$ cat src/rtl/alu_ctrl_pkg.sv
// Shared definitions for the ALU control sequencer: opcodes, result-mux
// encodings, sequencer states and the control-vector payload.
package alu_ctrl_pkg;

   localparam int unsigned OP_W   = 3;
   localparam int unsigned OSEL_W = 2;

   localparam logic [OP_W-1:0] OP_ADD  = 3'b000;
   localparam logic [OP_W-1:0] OP_SUB  = 3'b001;
   localparam logic [OP_W-1:0] OP_SLA  = 3'b010;
   localparam logic [OP_W-1:0] OP_SLL  = 3'b011;
   localparam logic [OP_W-1:0] OP_SRL  = 3'b100;
   localparam logic [OP_W-1:0] OP_LOGA = 3'b101;
   localparam logic [OP_W-1:0] OP_LOGB = 3'b110;
   localparam logic [OP_W-1:0] OP_ILL  = 3'b111;

   localparam logic [OSEL_W-1:0] OSEL_ADD = 2'd0;
   localparam logic [OSEL_W-1:0] OSEL_SHF = 2'd1;
   localparam logic [OSEL_W-1:0] OSEL_LOG = 2'd2;

   typedef enum logic [1:0] {
      IDLE = 2'd0,
      EXEC = 2'd1,
      DONE = 2'd2
   } state_t;

   // ALU datapath control vector
   typedef struct packed {
      logic              bsel;
      logic              cisel;
      logic [OSEL_W-1:0] osel;
      logic              shift_la;
      logic              shift_lr;
      logic              logical_op;
   } ctrl_t;

   function automatic logic is_shift(input logic [OP_W-1:0] op);
      return (op == OP_SLA) || (op == OP_SLL) || (op == OP_SRL);
   endfunction

endpackage

$ cat src/rtl/alu_decode.sv
// Combinational opcode decoder: opcode to ALU control vector plus an
// illegal-opcode flag.
module alu_decode
   import alu_ctrl_pkg::*;
(
   input  logic [OP_W-1:0] op,
   output ctrl_t           ctrl,
   output logic            illegal
);

   always_comb begin
      ctrl    = '0;
      illegal = 1'b0;
      case (op)
         OP_ADD: begin
            ctrl.osel = OSEL_ADD;
         end
         OP_SUB: begin
            ctrl.bsel  = 1'b1;
            ctrl.cisel = 1'b1;
            ctrl.osel  = OSEL_ADD;
         end
         OP_SLA: begin
            ctrl.osel     = OSEL_SHF;
            ctrl.shift_la = 1'b1;
            ctrl.shift_lr = 1'b1;
         end
         OP_SLL: begin
            ctrl.osel     = OSEL_SHF;
            ctrl.shift_lr = 1'b1;
         end
         OP_SRL: begin
            ctrl.osel = OSEL_SHF;
         end
         OP_LOGA: begin
            ctrl.osel       = OSEL_LOG;
            ctrl.logical_op = 1'b1;
         end
         OP_LOGB: begin
            ctrl.osel = OSEL_LOG;
         end
         OP_ILL: begin
            illegal = 1'b1;
         end
         default: begin
            illegal = 1'b1;
         end
      endcase
   end

endmodule

$ cat src/rtl/alu_sequencer.sv
// Multi-cycle ALU control sequencer: accepts one opcode and shift amount,
// drives the control vector for the required number of steps, then pulses done.
module alu_sequencer
   import alu_ctrl_pkg::*;
#(
   parameter int unsigned SHAMT_W = 3
) (
   input  logic               clk,
   input  logic               rst_n,
   input  logic               req_valid,
   output logic               req_ready,
   input  logic [OP_W-1:0]    op,
   input  logic [SHAMT_W-1:0] shamt,
   output logic               bsel,
   output logic               cisel,
   output logic [OSEL_W-1:0]  osel,
   output logic               shift_la,
   output logic               shift_lr,
   output logic               logical_op,
   output logic               step_en,
   output logic               done,
   output logic               err
);

   state_t             state;
   logic [SHAMT_W-1:0] cnt;
   ctrl_t              ctrl_q;

   ctrl_t              dec_ctrl;
   logic               dec_illegal;
   logic [SHAMT_W-1:0] load_cnt;

   // Decoded on the incoming opcode so the control register is loaded at accept
   alu_decode u_decode (
      .op      (op),
      .ctrl    (dec_ctrl),
      .illegal (dec_illegal)
   );

   always_comb begin
      load_cnt = is_shift(op) ? shamt : SHAMT_W'(1);
   end

   always_ff @(posedge clk or negedge rst_n) begin
      if (!rst_n) begin
         state     <= IDLE;
         cnt       <= '0;
         ctrl_q    <= '0;
         req_ready <= 1'b1;
         step_en   <= 1'b0;
         done      <= 1'b0;
         err       <= 1'b0;
      end else begin
         case (state)
            IDLE: begin
               if (req_valid) begin
                  cnt       <= load_cnt;
                  req_ready <= 1'b0;
                  // Zero-length shifts and illegal opcodes skip the datapath entirely
                  if (dec_illegal || (load_cnt == '0)) begin
                     state <= DONE;
                     done  <= 1'b1;
                     err   <= dec_illegal;
                  end else begin
                     state   <= EXEC;
                     ctrl_q  <= dec_ctrl;
                     step_en <= 1'b1;
                  end
               end
            end
            EXEC: begin
               cnt <= cnt - SHAMT_W'(1);
               if (cnt == SHAMT_W'(1)) begin
                  state   <= DONE;
                  ctrl_q  <= '0;
                  step_en <= 1'b0;
                  done    <= 1'b1;
                  err     <= 1'b0;
               end
            end
            DONE: begin
               state     <= IDLE;
               done      <= 1'b0;
               err       <= 1'b0;
               req_ready <= 1'b1;
            end
            default: begin
               state     <= IDLE;
               ctrl_q    <= '0;
               step_en   <= 1'b0;
               done      <= 1'b0;
               err       <= 1'b0;
               req_ready <= 1'b1;
            end
         endcase
      end
   end

   assign bsel       = ctrl_q.bsel;
   assign cisel      = ctrl_q.cisel;
   assign osel       = ctrl_q.osel;
   assign shift_la   = ctrl_q.shift_la;
   assign shift_lr   = ctrl_q.shift_lr;
   assign logical_op = ctrl_q.logical_op;

endmodule
$ cat config.mk
export PLATFORM = sky130hd
export DESIGN_NAME = alu_sequencer
export DESIGN_NICKNAME = d
export VERILOG_FILES = /design/src/rtl/alu_ctrl_pkg.sv /design/src/rtl/alu_decode.sv /design/src/rtl/alu_sequencer.sv
export SDC_FILE = /design/constraint.sdc
export NUM_CORES = 1
export LEC_CHECK = 0
export BUFFER_PORTS_ARGS = -buffer_cell sky130_fd_sc_hd__buf_2
export CELL_PAD_IN_SITES_DETAIL_PLACEMENT = 1
export CELL_PAD_IN_SITES_GLOBAL_PLACEMENT = 1
export CORE_MARGIN = 5
export CORE_UTILIZATION = 42
export CTS_CLUSTER_SIZE = 40
export DETAILED_ROUTE_END_ITERATION = 6
export GPL_TIMING_DRIVEN = 0
export PLACE_DENSITY_LB_ADDON = 0.3
export SLEW_MARGIN = 10
export SYNTH_ARGS = -nofsm -noshare
export SYNTH_HDL_FRONTEND = slang
export SYNTH_SLANG_ARGS = --single-unit
$ cat constraint.sdc
create_clock -name clk -period 4.3 [get_ports clk]
set_input_delay 0.215 -clock clk [delete_from_list [all_inputs] [get_ports clk]]
set_output_delay 0.215 -clock clk [all_outputs]
set_load 0.01 [all_outputs]
==> Word level (Yosys, flattened, before mapping) <==
Index checks and enable logic that the tools add are counted.
{ "classes": {"bitwise": 2, "add_sub_neg": 1, "n_mux": 30, "eq_ne": 14, "reduce_logical": 14} }
{ "ops": {"columns": ["op", "count"], "rows": [
  ["two-way mux 7 bit", 3],
  ["one-hot mux 7 bit (3 select lines)", 1],
  ["two-way mux 1 bit", 13],
  ["equality test 3 bit (second input constant)", 4],
  ["two-way mux 2 bit", 4],
  ["inequality test 2 bit (second input constant)", 4],
  ["one-hot mux 2 bit (2 select lines)", 2],
  ["equality test 3 x 1 -> 1 bit (second input constant)", 2],
  ["equality test 3 x 2 -> 1 bit (second input constant)", 2],
  ["two-way mux 3 bit", 2],
  ["one-hot mux 1 bit (2 select lines)", 3],
  ["one-hot mux 3 bit (2 select lines)", 1],
  ["AND reduction 2 bit", 3],
  ["AND reduction 4 bit", 1],
  ["OR reduction 2 bit", 2],
  ["zero test 3 bit", 1],
  ["logical OR 1 bit", 3],
  ["one-hot mux 1 bit (3 select lines)", 1],
  ["AND reduction 3 bit", 1],
  ["OR reduction 3 bit", 1],
  ["subtractor 3 x 1 -> 3 bit (second input constant)", 1],
  ["equality test 2 x 1 -> 1 bit (second input constant)", 1],
  ["equality test 2 bit (second input constant)", 1],
  ["zero test 2 bit", 1],
  ["2 further kinds", 3]
]} }
{ "totals": {"output_inout_bits": 11, "reg_bits": 16} }

==> Depth between registers and ports, before layout <==
{ "logic_depth": {"depth_word": 9, "mapped_depth": 6} }

==> Cells and area by module <==
Synthesis repeated with hierarchy kept, for this count alone.
{ "hier_totals": {"hier_cells": 89, "area_unflattened_um2": 914.6} }
{ "by_module_without_submodules": {"columns": ["mod", "n_inst", "cells_per_inst", "area_per_inst_um2"], "rows": [
  ["alu_sequencer", 1, 77, 845.8],
  ["alu_decode", 1, 12, 68.8]
]} }

==> Worst setup path before layout <==
Ideal clock, no wire load.
{ "synth_path": {"kind": "register to register", "start": "register cnt[1]", "end": "register ctrl_q, in the netlist bsel", "arrival_time_ps": 1648, "path_buffers": 0, "synth_period_minus_slack_ps": 1773, "path_stages_with_launch": 7, "required_ps": 4175, "slack_ps": 2527, "setup_time_ps": 125, "cell_sequence": "dfrtp_1 > inv_1 > ha_1 > nor2b_1 > a21oi_1 > o41ai_4 > mux2_2"} }
{ "synth_via": {"elab_chain_cells": 3} }
{ "synth_rtl": {"columns": ["item", "line_no", "text"], "rows": [
  ["start: declaration", "alu_sequencer.sv:26", "logic [SHAMT_W-1:0] cnt;"],
  ["start signal: assignment", "alu_sequencer.sv:57", "cnt <= load_cnt;"],
  ["start signal: assignment", "alu_sequencer.sv:72", "cnt <= cnt - SHAMT_W'(1);"],
  ["equality test 3 x 1 -> 1 bit", "alu_sequencer.sv:73", "if (cnt == SHAMT_W'(1)) begin"],
  ["inequality test 2 bit (no line)", null, null],
  ["AND reduction 4 bit (no line)", null, null],
  ["end signal: assignment", "alu_sequencer.sv:66", "ctrl_q <= dec_ctrl;"],
  ["end: declaration", "alu_sequencer.sv:27", "ctrl_t ctrl_q;"]
]} }
Every way passes these cells.
A chain may end at the register's enable or synchronous reset.

==> Worst setup path after layout <==
{ "layout_path": {"start": "register cnt[1]", "end": "register ctrl_q, in the netlist osel[1]"} }
Same word-level chain as after synthesis.

==> metrics.md <==
| Metric | Value |
|---|---|
| CP Launch Type | flop |
| Commonest non-fill, non-tap cells in the layout | buf_2, dfrtp_1, nor2_1 |
| CTS Buf Count | 3 |
| Post-Syn Nets | 94 |
| Worst Hold Slack | 208 ps |
| Setup TNS | 0 ps |
| CP arrival | 2310 ps |
| Final hold vios | 0 |
| GR Overflow Total | 0 |
| # port buffers | 18 |
| Post-route clock period utilization | 49.5% |
| Post-DP Area | 977 sq um |
| Clock transition at path regs | 90 ps |
| Overall Power | 700 uW |
| Slew Viols, Final | 0 |
| P_leak | 0.484 nW |
| Crit end category | flop |
| WL final | 2210 um |
| Commonest non-fill, non-tap cell in the layout | buf_2 |
| Synthesis Warnings | 0 |
| Tmin final | 2130 ps |
| Worst skew pair latency | 290 ps |
| Post-synthesis cell type count | 32 |
| DRC Markers | 0 |
| CTS Root Cell | clkbuf_4 |
| First-pass GRT wire length | 3780 um |
| DRT Pass-1 Iters | 4 |
| Clock skew | 0.443 ps |
| Fmax achieved | 470 MHz |
| Bufs on Longest Clock Path | 2 |
| Fin util | 52.3% |
| Required @ worst endpoint | 4480 ps |
| Std-Cell Core Area | 0.00194 sq mm |
| # diodes | 0 |
| RSZ-0062 raised after global routing | false |
| Area of the mapped netlist | 853 sq um |
| GP Congestion | 0.794 |
| Peak VDD IR | 305 uV |
| # rows | 16 |
| Vias per inst | 5.56 |
| Via count | 739 |
| Clk sinks | 15 |
| PwrDens | 690 mW/mm^2 |
| CTS tree | yes |
| Die Ht | 55.1 um |
| Initial DRC count | 13 |
| Starting Density | 43.9% |
| Status | completed |
| Htree depth | 1 |
| Final ANT Viol Nets | 0 |
| # nets final | 118 |
| Largest net degree at the start of global routing | 16 |
| Detailed placer's ending HPWL | 1670 um |
| I/O pins | 20 |
| Share of layout cells above drive strength 1 | 32.1% |
| Antenna violations before repair | 0 |
| Vias in the first global route | 798 |
| Per-cell routed wire length | 16.6 um |
| Cell Count, Final, Fillers Out | 133 |
| Area added between synthesis and finish | 18.9% |
| Worst-Margin Slew | 536 ps |
| Syn_area_per_cell | 10.3 sq um |
| Worst hold-check path type | in -> reg |
| CP max FO | 6 |
| WS Path Type | reg -> reg |
| Worst setup margin | 2170 ps |
| Design area | 0.00101 sq mm |
| Placed insts | 128 |
| Die X-Extent | 55.1 um |
| Full die area | 0.00303 sq mm |
| Worst rel slew slack | 64.1% |
| FF+latch count, synth | 15 |
| Setup Viol. Count Final | 0 |
| MaxCap Viol Count | 0 |
| Cells after Synth | 83 |
| Dpl ws | 2200 ps |
| Total track usage | 18.2% |
| Register area share after synthesis | 44.1% |
synthesized netlist by cell type, drive strengths merged:
master  number  area share (%)
a21o         1            0.88
a21oi        5             2.9
a22oi        2             1.8
a311oi       1             1.0
a31oi        2             1.5
and3         2             1.5
buf          2             2.2
clkbuf       3             1.3
dfrtp       14              41
dfstp        1             3.1
ha           2             2.9
inv          3             1.3
mux2         6             7.9
mux2i        1             1.2
nand2        3             1.3
nand2b       2             1.5
nand3        1            0.59
nand4        1            0.73
nor2         7             3.1
nor2b        3             2.2
nor3         4             2.3
nor3b        1             1.5
nor4         4             2.9
o21a         1             1.8
o21ai        4             2.3
o221ai       1             1.0
o22a         2             2.1
o22ai        1            0.73
o32a         1             1.2
o41ai        1             3.2
xor2         1             1.0
sequential cells by signal, summed over array words and instances, names as in the netlist:
| register | cells |
|---|---|
| cnt | 3 |
| osel | 2 |
| state | 2 |
| bsel | 1 |
| done | 1 |
| err | 1 |
| logical_op | 1 |
| req_ready | 1 |
| shift_la | 1 |
| shift_lr | 1 |
| step_en | 1 |
where the power goes:
| group | switching (mW) | internal, mW | total (mW) |
|---|---|---|---|
| Clock | 0.0495 | 0.0347 | 0.0841 |
| Combinational | 0.206 | 0.160 | 0.366 |
| Sequential | 0.0417 | 0.208 | 0.250 |
worst max-delay path, stage by stage (launching register included):
cell and delay, ps:
dfrtp_1 390, inv_1 90, ha_1 160, nor2b_1 270, a21oi_1 220, o41ai_4 490, mux2_2 410
cell type report:
class	instances	area [sq um]
Buffer	5	30.0
Clock buffer	3	22.5
Clock inverter	1	5.00
Fill cell	237	927
Inverter	3	11.3
Multi-Input combinational cell	60	435
Sequential cell	15	377
Tap cell	27	33.8
Timing Repair Buffer	19	100
cell families after synthesis:
kind of cell	count (synthesis)	share of synthesized area, %
AO/OA/AOI/OAI	22	20.4
XOR/XNOR	1	1.03
adder cells (fa/ha/maj)	2	2.93
buffers and inverters	8	4.84
flip-flops	15	44.1
multiplexers	7	9.09
AND/OR/NAND/NOR	28	17.6
routing by layer:
metal | vias to the layer above | GRT usage, % | share of wire (%)
met4 | 0 | 10.9 | 2.4
met3 | 5 | 2.68 | 3.6
met5 | - | 0 | 0
li1 | 353 | - | -
met1 | 366 | 22.4 | 43
met2 | 15 | 29.9 | 51
final timing paths:
check | start | endpoint | slack (ps) | cells after the start
max | cnt[1]$_DFFE_PN0P_ | osel[1]$_DFFE_PN0P_ | 2170 | 6
max reg2reg | cnt[1]$_DFFE_PN0P_ | osel[1]$_DFFE_PN0P_ | 2170 | 6
min reg2reg | logical_op$_DFFE_PN0P_ | logical_op$_DFFE_PN0P_ | 520 | 1
min | shamt[2] | cnt[2]$_DFFE_PN0P_ | 210 | 3
max in group asynchronous | rst_n | req_ready$_DFFE_PN1P_ | 3650 | 2
min in group asynchronous | rst_n | osel[0]$_DFFE_PN0P_ | 350 | 2
what timing repair did:
item | in CTS | in global routing
gates resized for setup | 0 | 0
hold endpoints to repair | 14 | 0
hold buffers | 1 | 0
setup buffers | 0 | 0
Note: power is estimated with default switching activity, not from simulation.
